`src/rtl/quad_gen_pkg.sv`:
```
// rtl/quad_gen_pkg.sv - shared states, phase lookup and direction codes for the quadrature generator
package quad_gen_pkg;

  typedef enum logic [1:0] {
    IDLE,
    WAIT,
    EDGE,
    DONE
  } state_t;

  // {a,b} for phases 3..0, packed high to low: 01, 11, 10, 00
  localparam logic [7:0] PHASE_AB_LUT = {2'b01, 2'b11, 2'b10, 2'b00};

  localparam logic DIR_UP   = 1'b0;
  localparam logic DIR_DOWN = 1'b1;

  function automatic logic [1:0] phase_ab(input logic [1:0] phase);
    return PHASE_AB_LUT[{phase, 1'b0} +: 2];
  endfunction

endpackage

```
`src/rtl/quad_tick_div.sv`:
```
// rtl/quad_tick_div.sv - loadable down-counter giving a one-cycle tick every load_val cycles
module quad_tick_div #(
  parameter int DIV_W = 16
) (
  input  logic             clk,
  input  logic             rst_n,
  input  logic             restart,
  input  logic [DIV_W-1:0] load_val,
  output logic             tick
);

  localparam logic [DIV_W-1:0] CNT_ONE = {{(DIV_W-1){1'b0}}, 1'b1};

  logic [DIV_W-1:0] cnt;
  logic [DIV_W-1:0] reload;

  always_ff @(posedge clk) begin
    if (!rst_n) begin
      cnt    <= '0;
      reload <= '0;
    end else if (restart) begin
      cnt    <= load_val;
      reload <= load_val;
    end else if (cnt == CNT_ONE) begin
      cnt <= reload;
    end else if (cnt != '0) begin
      cnt <= cnt - CNT_ONE;
    end
  end

  assign tick = (cnt == CNT_ONE);

endmodule

```
`src/rtl/quad_enc_gen.sv`:
```
// rtl/quad_enc_gen.sv - quadrature A/B generator driven by signed step commands; QUAD_GEN_BOUNCE_EN adds contact bounce
module quad_enc_gen
  import quad_gen_pkg::*;
#(
  parameter int CNT_W = 8,
  parameter int DIV_W = 16
) (
  input  logic             clk,
  input  logic             rst_n,
  input  logic             cmd_valid,
  output logic             cmd_ready,
  input  logic [CNT_W-1:0] cmd_steps,
  input  logic [DIV_W-1:0] cmd_div,
  input  logic             abort,
  output logic             enc_a,
  output logic             enc_b,
  output logic             busy,
  output logic             done,
  output logic [CNT_W-1:0] pos
);

  localparam int EDGE_W = CNT_W + 3;
  localparam logic [EDGE_W-1:0] EDGE_ONE = {{(EDGE_W-1){1'b0}}, 1'b1};
  localparam logic [CNT_W-1:0]  POS_ONE  = {{(CNT_W-1){1'b0}}, 1'b1};

  state_t            state, state_nxt;
  logic [1:0]        phase, phase_nxt;
  logic              dir;
  logic [EDGE_W-1:0] edges_left;
  logic              ready_en;
  logic              tick;
  logic              accept;
  logic              do_edge;
  logic [DIV_W-1:0]  div_eff;
  logic [CNT_W:0]    steps_ext;
  logic [CNT_W:0]    steps_mag;
  logic [EDGE_W-1:0] edges_cmd;

  assign div_eff   = (cmd_div == '0) ? {{(DIV_W-1){1'b0}}, 1'b1} : cmd_div;
  // One extra bit so the most negative command still has a representable magnitude
  assign steps_ext = {cmd_steps[CNT_W-1], cmd_steps};
  assign steps_mag = cmd_steps[CNT_W-1] ? -steps_ext : steps_ext;
  assign edges_cmd = {steps_mag, 2'b00};

  assign cmd_ready = (state == IDLE) && !done && ready_en;
  assign busy      = (state != IDLE) || done;
  assign accept    = cmd_valid && cmd_ready;
  assign phase_nxt = (dir == DIR_UP) ? phase + 2'd1 : phase - 2'd1;

  quad_tick_div #(.DIV_W(DIV_W)) u_tick_div (
    .clk      (clk),
    .rst_n    (rst_n),
    .restart  (accept),
    .load_val (div_eff),
    .tick     (tick)
  );

  always_comb begin
    state_nxt = state;
    do_edge   = 1'b0;
    case (state)
      IDLE: if (accept) state_nxt = (cmd_steps == '0) ? DONE : WAIT;
      WAIT: begin
        if (abort)     state_nxt = DONE;
        else if (tick) state_nxt = EDGE;
      end
      EDGE: begin
        // The edge is already committed here, so abort only cuts what follows it
        do_edge = 1'b1;
        if (abort || edges_left == EDGE_ONE) state_nxt = DONE;
        else if (tick)                       state_nxt = EDGE;
        else                                 state_nxt = WAIT;
      end
      DONE:    state_nxt = IDLE;
      default: state_nxt = IDLE;
    endcase
  end

  always_ff @(posedge clk) begin
    if (!rst_n) begin
      state      <= IDLE;
      phase      <= 2'd0;
      pos        <= '0;
      dir        <= DIR_UP;
      edges_left <= '0;
      done       <= 1'b0;
      ready_en   <= 1'b0;
    end else begin
      state    <= state_nxt;
      done     <= (state == DONE);
      ready_en <= 1'b1;
      if (accept) begin
        dir        <= cmd_steps[CNT_W-1] ? DIR_DOWN : DIR_UP;
        edges_left <= edges_cmd;
      end
      if (do_edge) begin
        phase      <= phase_nxt;
        edges_left <= edges_left - EDGE_ONE;
        if (phase_nxt == 2'd0) pos <= (dir == DIR_UP) ? pos + POS_ONE : pos - POS_ONE;
      end
    end
  end

`ifdef QUAD_GEN_BOUNCE_EN
  logic       bounce_ok;
  logic [1:0] bounce_stage;
  logic [1:0] ab_old;

  // Stage 1 replays the pre-edge levels for one cycle, stage 2 settles on the new phase
  always_ff @(posedge clk) begin
    if (!rst_n) begin
      enc_a        <= 1'b0;
      enc_b        <= 1'b0;
      bounce_ok    <= 1'b0;
      bounce_stage <= 2'd0;
      ab_old       <= 2'b00;
    end else begin
      if (accept) bounce_ok <= |div_eff[DIV_W-1:2];
      if (do_edge) begin
        {enc_a, enc_b} <= phase_ab(phase_nxt);
        ab_old         <= phase_ab(phase);
        bounce_stage   <= bounce_ok ? 2'd1 : 2'd0;
      end else if (bounce_stage == 2'd1) begin
        {enc_a, enc_b} <= ab_old;
        bounce_stage   <= 2'd2;
      end else if (bounce_stage == 2'd2) begin
        {enc_a, enc_b} <= phase_ab(phase);
        bounce_stage   <= 2'd0;
      end
    end
  end
`else
  always_ff @(posedge clk) begin
    if (!rst_n) begin
      enc_a <= 1'b0;
      enc_b <= 1'b0;
    end else if (do_edge) begin
      {enc_a, enc_b} <= phase_ab(phase_nxt);
    end
  end
`endif

endmodule

```
`config.mk`:
```
export PLATFORM = sky130hd
export DESIGN_NAME = quad_enc_gen
export DESIGN_NICKNAME = d
export VERILOG_FILES = /design/src/rtl/quad_gen_pkg.sv /design/src/rtl/quad_tick_div.sv /design/src/rtl/quad_enc_gen.sv
export SDC_FILE = /design/constraint.sdc
export NUM_CORES = 1
export LEC_CHECK = 0
export ABC_AREA = 1
export CAP_MARGIN = 40
export CORE_ASPECT_RATIO = 1.75
export CORE_UTILIZATION = 30
export CTS_CLUSTER_DIAMETER = 150
export DETAILED_ROUTE_END_ITERATION = 6
export GPL_ROUTABILITY_DRIVEN = 0
export HOLD_SLACK_MARGIN = 0.12
export SYNTH_ARGS = -nofsm -noshare
export SYNTH_HDL_FRONTEND = slang
export SYNTH_SLANG_ARGS = --single-unit
export TNS_END_PERCENT = 100
```
`constraint.sdc`:
```
create_clock -name clk -period 3.58 [get_ports clk]
set_input_delay 0.537 -clock clk [delete_from_list [all_inputs] [get_ports clk]]
set_output_delay 0.537 -clock clk [all_outputs]
set_load 0.02 [all_outputs]
```
# [After elaboration in Yosys (flattened, before gate mapping)]
# Index checks and enable logic that the tools add are counted.
[word_totals] output_inout_bits=13 in_bits=28 word_cells=61 register_bits=60
[classes] addsub=7 n_mux=19 n_reduce_logical=16 shift=1 eq_ne=7
[ops] operator="$mux 16" n=4
[ops] operator="$mux 11" n=2
[ops] operator="$eq 16x1->1 const B" n=1
[ops] operator="$logic_not 16->1" n=1
[ops] operator="$reduce_bool 16->1" n=1
[ops] operator="$sub 16x1->16 const B" n=1
[ops] operator="$mux 2" n=7
[ops] operator="$eq 11x1->1 const B" n=1
[ops] operator="$sub 11x1->11 const B" n=1
[ops] operator="$mux 9" n=1
[ops] operator="$neg 9->9" n=1
[ops] operator="$add 8x1->8 const B" n=1
[ops] operator="$logic_not 8->1" n=1
[ops] operator="$mux 8" n=1
[ops] operator="$pmux 2 s4" n=1
[ops] operator="$shiftx 8x4->2 const A" n=1
[ops] operator="$sub 8x1->8 const B" n=1
[ops] operator="$eq 2x2->1 const B" n=2
[ops] operator="$logic_not 2->1" n=2
[ops] operator="$reduce_and 2->1" n=2
[ops] operator="$reduce_bool 2->1" n=2
[ops] operator="$logic_and 1x1->1" n=3
[ops] operator="$mux 1" n=3
[ops] operator="$ne 3x3->1 const B" n=1
[ops] operator="7 further kinds" n=8

# [Longest topological paths before layout]
[depth] depth_word=6 depth_mapped=11 mapped_depth_nobuf=11

# [Hierarchy]
# Synthesis repeated with hierarchy kept, for this count alone.
[unflattened] hier_cells=564 hier_area_um2=3749.8
[modules_own_cells] mod="quad_enc_gen" n_inst=1 cells_each=302 seq_area_each_um2=540.5 area_each_um2=1904.3
[modules_own_cells] mod="quad_tick_div" n_inst=1 cells_each=262 seq_area_each_um2=640.6 area_each_um2=1845.5

# [Least setup slack after synthesis]
# Ideal clock, no wire load.
[synth_path] kind="reg2reg" from="register pos[0]" to="register pos[6]" arrival_ns=1.462 path_slack_ns=2.004 required_time_ns=3.466 setup_ns=0.114 stages_incl_launch_ff=9 path_cell_list="dfxtp_1 inv_1 fa_1 inv_1 nand4_1 nand3_1 o21ai_1 o21bai_1 inv_1"
[synth_via] elab_chain_cells=2
[synth_lines] item="start, declared" line="quad_enc_gen.sv:19" source="output logic [CNT_W-1:0] pos"
[synth_lines] item="start signal, assigned" line="quad_enc_gen.sv:99" source="if (phase_nxt == 2'd0) pos <= (dir == DIR_UP) ? pos + POS_ONE : pos - POS_ONE;"
[synth_lines] item="$add 8x1->8 or $sub 8x1->8 (tied branches)" line="quad_enc_gen.sv:99"
[synth_lines] item="$mux 8 *" line="quad_enc_gen.sv:99"
# Mark *: on every way between the ends. The rest lies on a longest branch, timed or not.
# A chain may end at the register's enable or synchronous reset.

# [Worst setup path in the final report]
[layout_path] from="register state[1]" to="output port cmd_ready"
[layout_via] elab_chain_cells=3
[layout_lines] item="start, declared" line="quad_enc_gen.sv:26" source="state_t state, state_nxt;"
[layout_lines] item="start signal, assigned" line="quad_enc_gen.sv:89" source="state <= state_nxt;"
[layout_lines] item="$logic_not 2->1" line="quad_enc_gen.sv:45" source="assign cmd_ready = (state == IDLE) && !done && ready_en;"
[layout_lines] item="$logic_and 1x1->1 (2 in series)" line="quad_enc_gen.sv:45"
[layout_lines] item="end, declared" line="quad_enc_gen.sv:11" source="output logic cmd_ready,"
# No other way between the ends.

==> flow_summary.html <==
<table>
<tr><th>Metric</th><th>Value</th></tr>
<tr><th colspan="2">Outcome</th></tr>
<tr><td>Result of the run</td><td>completed</td></tr>
<tr><th colspan="2">Layout</th></tr>
<tr><td>Fin cells</td><td>730</td></tr>
<tr><td>Share of layout cells above drive strength 1</td><td>0.0927</td></tr>
<tr><td>Area Growth Syn to Fin</td><td>22.9%</td></tr>
<tr><td># nets final</td><td>roughly 630</td></tr>
<tr><td>Antenna Diode Count</td><td>0</td></tr>
<tr><th colspan="2">GRT</th></tr>
<tr><td>First-pass GRT wire length</td><td>approximately 16,000 um</td></tr>
<tr><td>GRT Total Usage</td><td>0.163</td></tr>
<tr><td>Grt ovf</td><td>0</td></tr>
<tr><td>Largest net degree at the start of global routing</td><td>24</td></tr>
<tr><td>Initial antenna violation count</td><td>0</td></tr>
<tr><td>Vias in the first global route</td><td>roughly 3,700</td></tr>
<tr><th colspan="2">Worst setup path</th></tr>
<tr><td>Critical path origin</td><td>state[1]$_SDFFE_PN0P_</td></tr>
<tr><td>Buffering stage count on the worst path with inverters included</td><td>1</td></tr>
<tr><td>Highest net fanout along the worst path</td><td>4</td></tr>
<tr><td>R2r setup slk</td><td>roughly 1.6 ns</td></tr>
<tr><td>Cells traversed along the worst timing path</td><td>nor2_2 &gt; nand2_2 &gt; nor2_4 &gt; clkdlybuf4s50_1</td></tr>
<tr><td>Required time of the critical path</td><td>slightly above 3 ns</td></tr>
<tr><td>Library cell contributing the largest single delay on the critical path</td><td>sky130_fd_sc_hd__clkdlybuf4s50_1</td></tr>
<tr><td>Reg2Reg Depth</td><td>10</td></tr>
<tr><td>Critical path endpoint category</td><td>primary output</td></tr>
<tr><td>Classification of the worst setup path</td><td>reg -&gt; out</td></tr>
<tr><td>Depth of the critical timing path with buffers and inverters included</td><td>4</td></tr>
<tr><td>Critical path endpoint</td><td>cmd_ready</td></tr>
<tr><td>Family with the most delay on the worst path</td><td>buffers and inverters</td></tr>
<tr><td>Startpoint type of the worst setup path</td><td>flop</td></tr>
<tr><td>CP peak stage delay</td><td>~0.63 ns</td></tr>
<tr><td>Startpoint of the lowest-slack register-to-register path</td><td>state[1]$_SDFFE_PN0P_</td></tr>
<tr><td>Data arrival time at the worst-slack endpoint</td><td>approximately 1.7 ns</td></tr>
<tr><td>Destination of the worst register-to-register timing path</td><td>u_tick_div.cnt[3]$_SDFFE_PN0P_</td></tr>
<tr><th colspan="2">Hold path</th></tr>
<tr><td>Worst hold-check path type</td><td>reg -&gt; reg</td></tr>
<tr><th colspan="2">CTS</th></tr>
<tr><td>Hold_buf cts</td><td>0</td></tr>
<tr><td>Number of resized instances in the post-cts repair step</td><td>0</td></tr>
<tr><td>Clock sink count</td><td>between 50 and 60</td></tr>
<tr><td>Clock slew at the register clock pins of the worst setup and hold paths</td><td>0.05 ns</td></tr>
<tr><td>Clock insertion delay at the later pin of the skew report</td><td>between 0.3 and 0.4 ns</td></tr>
<tr><td>TritonCTS clock tree</td><td>done</td></tr>
<tr><td>Total CTS buffers</td><td>9</td></tr>
<tr><td>Bufs on Longest Clock Path</td><td>2</td></tr>
<tr><td>CTS root buffer</td><td>sky130_fd_sc_hd__clkbuf_16</td></tr>
<tr><td>Total setup buffers inserted after CTS</td><td>0</td></tr>
<tr><td>H-tree level count</td><td>3</td></tr>
<tr><th colspan="2">STA</th></tr>
<tr><td>Post-route clock period utilization</td><td>0.623</td></tr>
<tr><td>Worst slew margin relative to its limit</td><td>0.696</td></tr>
<tr><td>Setup repair after global routing missed its margin</td><td>false</td></tr>
<tr><td>Actual transition at the worst max-transition pin</td><td>~0.46 ns</td></tr>
<tr><td>Final number of max-transition violations</td><td>0</td></tr>
<tr><td>Endpoints failing hold</td><td>0</td></tr>
<tr><td>Post-route minimum period</td><td>around 2.2 ns</td></tr>
<tr><td>Final setup margin</td><td>around 1.3 ns</td></tr>
<tr><td>Achievable frequency</td><td>about 450 MHz</td></tr>
<tr><td>Number of endpoints failing setup at the final stage</td><td>0</td></tr>
<tr><td>Summed negative setup slack over all endpoints</td><td>0 ns</td></tr>
<tr><td>Layout Skew</td><td>slightly below 0.008 ns</td></tr>
<tr><th colspan="2">Power</th></tr>
<tr><td>Pwr per Cell Area</td><td>roughly 650 nW/um2</td></tr>
<tr><td>Largest vdd supply drop</td><td>~360 uV</td></tr>
<tr><td>Leak pwr</td><td>roughly 2.0 nW</td></tr>
<tr><th colspan="2">Synthesis</th></tr>
<tr><td>Number of warnings printed during yosys synthesis</td><td>0</td></tr>
<tr><td>Dominant register cell in the synthesized netlist</td><td>sky130_fd_sc_hd__dfxtp_1</td></tr>
<tr><td>Total of flip-flops plus latches after synthesis</td><td>between 50 and 60</td></tr>
<tr><td>Post-synth EDFFs</td><td>0</td></tr>
<tr><td>Async set or reset register ratio after synthesis</td><td>0</td></tr>
<tr><td>Cells after Synth</td><td>roughly 550</td></tr>
<tr><td>Cell area after synthesis</td><td>3660 um2</td></tr>
<tr><td>Distinct cell type count after synthesis</td><td>41</td></tr>
<tr><td>Proportion of synthesized chip area in sequential cells</td><td>0.323</td></tr>
<tr><td>Synthesized area per cell</td><td>~6.7 um2</td></tr>
<tr><td>Number of nets in the synthesized netlist</td><td>~590</td></tr>
<tr><th colspan="2">Place</th></tr>
<tr><td>Pre-CTS setup slack</td><td>1.23 ns</td></tr>
<tr><td>Inst Count DP</td><td>around 710</td></tr>
<tr><td>Placed wire-length estimate after detailed placement</td><td>approximately 7700 um</td></tr>
<tr><td>Count of port buffers added during placement</td><td>40</td></tr>
<tr><th colspan="2">Routing</th></tr>
<tr><td>Routed vias/inst</td><td>4.93</td></tr>
<tr><td>Remaining routing DRC violations</td><td>0</td></tr>
<tr><td>Total number of vias</td><td>3,596</td></tr>
<tr><td>Average detailed-routed wire length per instance</td><td>approximately 13 um</td></tr>
<tr><td>Final wirelength</td><td>about 10000 um</td></tr>
<tr><td>Drt pass-1 iters</td><td>4</td></tr>
<tr><td>Count of nets left with antenna violations after detail routing</td><td>0</td></tr>
<tr><td>Number of DRC violations after detailed-routing iteration 0</td><td>170</td></tr>
<tr><th colspan="2">Floorplanning</th></tr>
<tr><td>Core Footprint</td><td>between 10,000 and 15,000 um2</td></tr>
<tr><td>Top-level port count</td><td>between 40 and 50</td></tr>
<tr><td>Width of the chip</td><td>about 85 um</td></tr>
<tr><td>DIE AREA</td><td>about 13,000 um2</td></tr>
<tr><td>Num rows</td><td>53</td></tr>
<tr><td>Effective utilization at floorplan</td><td>0.306</td></tr>
<tr><td>Die height</td><td>approximately 150 um</td></tr>
<tr><th colspan="2">Flow run</th></tr>
<tr><td># Max-Cap Violations</td><td>0</td></tr>
</table>
[how the worst min path moves through the flow]
| stage | slack (ns) | end | cells past startpoint | start |
|---|---|---|---|---|
| finish | 0.47 | u_tick_div.reload[10]$_SDFFE_PN0P_ | 2 | u_tick_div.reload[10]$_SDFFE_PN0P_ |
| global route | 0.48 | u_tick_div.reload[14]$_SDFFE_PN0P_ | 2 | u_tick_div.reload[14]$_SDFFE_PN0P_ |
| CTS | 0.47 | u_tick_div.reload[4]$_SDFFE_PN0P_ | 2 | u_tick_div.reload[4]$_SDFFE_PN0P_ |
| detailed placement | 0.46 | u_tick_div.reload[4]$_SDFFE_PN0P_ | 2 | u_tick_div.reload[4]$_SDFFE_PN0P_ |
| global placement | 0.46 | u_tick_div.reload[4]$_SDFFE_PN0P_ | 2 | u_tick_div.reload[4]$_SDFFE_PN0P_ |
| floorplan | 0.45 | u_tick_div.reload[3]$_SDFFE_PN0P_ | 2 | u_tick_div.reload[3]$_SDFFE_PN0P_ |
[cells in the final DEF (no fill, tap or decap), types with 7 or more instances in the layout]
cell type,count
sky130_fd_sc_hd__a21oi_1,38
sky130_fd_sc_hd__a31oi_1,8
sky130_fd_sc_hd__clkbuf_16,9
sky130_fd_sc_hd__clkdlybuf4s50_1,40
sky130_fd_sc_hd__dfxtp_1,59
sky130_fd_sc_hd__ha_1,12
sky130_fd_sc_hd__inv_1,73
sky130_fd_sc_hd__nand2_1,115
sky130_fd_sc_hd__nand3_1,38
sky130_fd_sc_hd__nor2_1,77
sky130_fd_sc_hd__nor2_2,7
sky130_fd_sc_hd__nor2_4,7
sky130_fd_sc_hd__nor3_1,7
sky130_fd_sc_hd__o21ai_0,36
sky130_fd_sc_hd__xor2_1,10
[layer usage]
layer | up-vias | track usage | wire, um
met1 | 1648 | 0.148 | 3610
li1 | 1839 | - | -
met2 | 80 | 0.324 | 5410
met4 | 0 | 0.102 | 482
met3 | 29 | 0.0274 | 268
met5 | - | 0 | 0
[stage by stage]
step	total power, mW	utilization	hold slack (ns)	cell area, um2
after detailed placement	2.01	0.350	0.465	4180
final	2.90	0.376	0.475	4490
after global placement	1.99	0.348	0.459	4150
after global routing	3.10	0.376	0.483	4490
after floorplan	1.74	-	0.445	3660
after CTS	2.92	0.376	0.470	4490
[kinds of logic after synthesis]
group | after synthesis | synth area share
AND/OR/NAND/NOR | 273 | 0.343
flip-flops | 59 | 0.323
AO/OA/AOI/OAI | 100 | 0.154
buffers and inverters | 91 | 0.107
XOR/XNOR | 11 | 0.0264
adder cells (fa/ha/maj) | 13 | 0.0465
[state kept, by name, summed over array words and instances (netlist names)]
register and flops:
u_tick_div.cnt 16, u_tick_div.reload 16, edges_left 11, pos 8, phase 2, state 2
dir 1, done 1, enc_a 1, ready_en 1
[power breakdown]
part	switching (mW)	internal [mW]	total (mW)
Combinational	0.732	0.408	1.14
Clock	0.299	0.595	0.894
Sequential	0.102	0.765	0.867
Total	1.13	1.77	2.90
[tightest hold or removal path, stage by stage, from the launching register on]
cell and delay [ns]:
sky130_fd_sc_hd__dfxtp_1 0.29, sky130_fd_sc_hd__nand2_1 0.07, sky130_fd_sc_hd__a21oi_1 0.06
[synthesized netlist by cell type (2+ instances only)]
master                     instances  area [um2]
sky130_fd_sc_hd__a21boi_0          2        15.0
sky130_fd_sc_hd__a21oi_1          38         190
sky130_fd_sc_hd__a21oi_2           5        43.8
sky130_fd_sc_hd__a31oi_1           8        50.1
sky130_fd_sc_hd__buf_2             3        15.0
sky130_fd_sc_hd__buf_4             3        22.5
sky130_fd_sc_hd__buf_6             3        33.8
sky130_fd_sc_hd__clkbuf_1          4        15.0
sky130_fd_sc_hd__dfxtp_1          59        1180
sky130_fd_sc_hd__ha_1             12         150
sky130_fd_sc_hd__inv_1            73         274
sky130_fd_sc_hd__inv_2             4        15.0
sky130_fd_sc_hd__nand2_1         115         432
sky130_fd_sc_hd__nand2_2           6        37.5
sky130_fd_sc_hd__nand3_1          38         190
sky130_fd_sc_hd__nand3b_1          5        37.5
sky130_fd_sc_hd__nand4_1           4        25.0
sky130_fd_sc_hd__nor2_1           77         289
sky130_fd_sc_hd__nor2_2            7        43.8
sky130_fd_sc_hd__nor2_4            7        78.8
sky130_fd_sc_hd__nor3_1            7        35.0
sky130_fd_sc_hd__o21ai_0          36         180
sky130_fd_sc_hd__o21ai_1           3        15.0
sky130_fd_sc_hd__o21bai_1          2        15.0
sky130_fd_sc_hd__xor2_1           10        87.6
[area by class of cell]
| cell class | count | area [um2] |
|---|---|---|
| clock buffer | 13 | 270 |
| clock inverter | 3 | 45.0 |
| fill | 1247 | 7440 |
| inverter | 77 | 289 |
| multi-input combinational | 397 | 2080 |
| sequential | 59 | 1180 |
| tap | 137 | 171 |
| timing repair buffer | 44 | 450 |
Power figures use the tool's default switching activity.
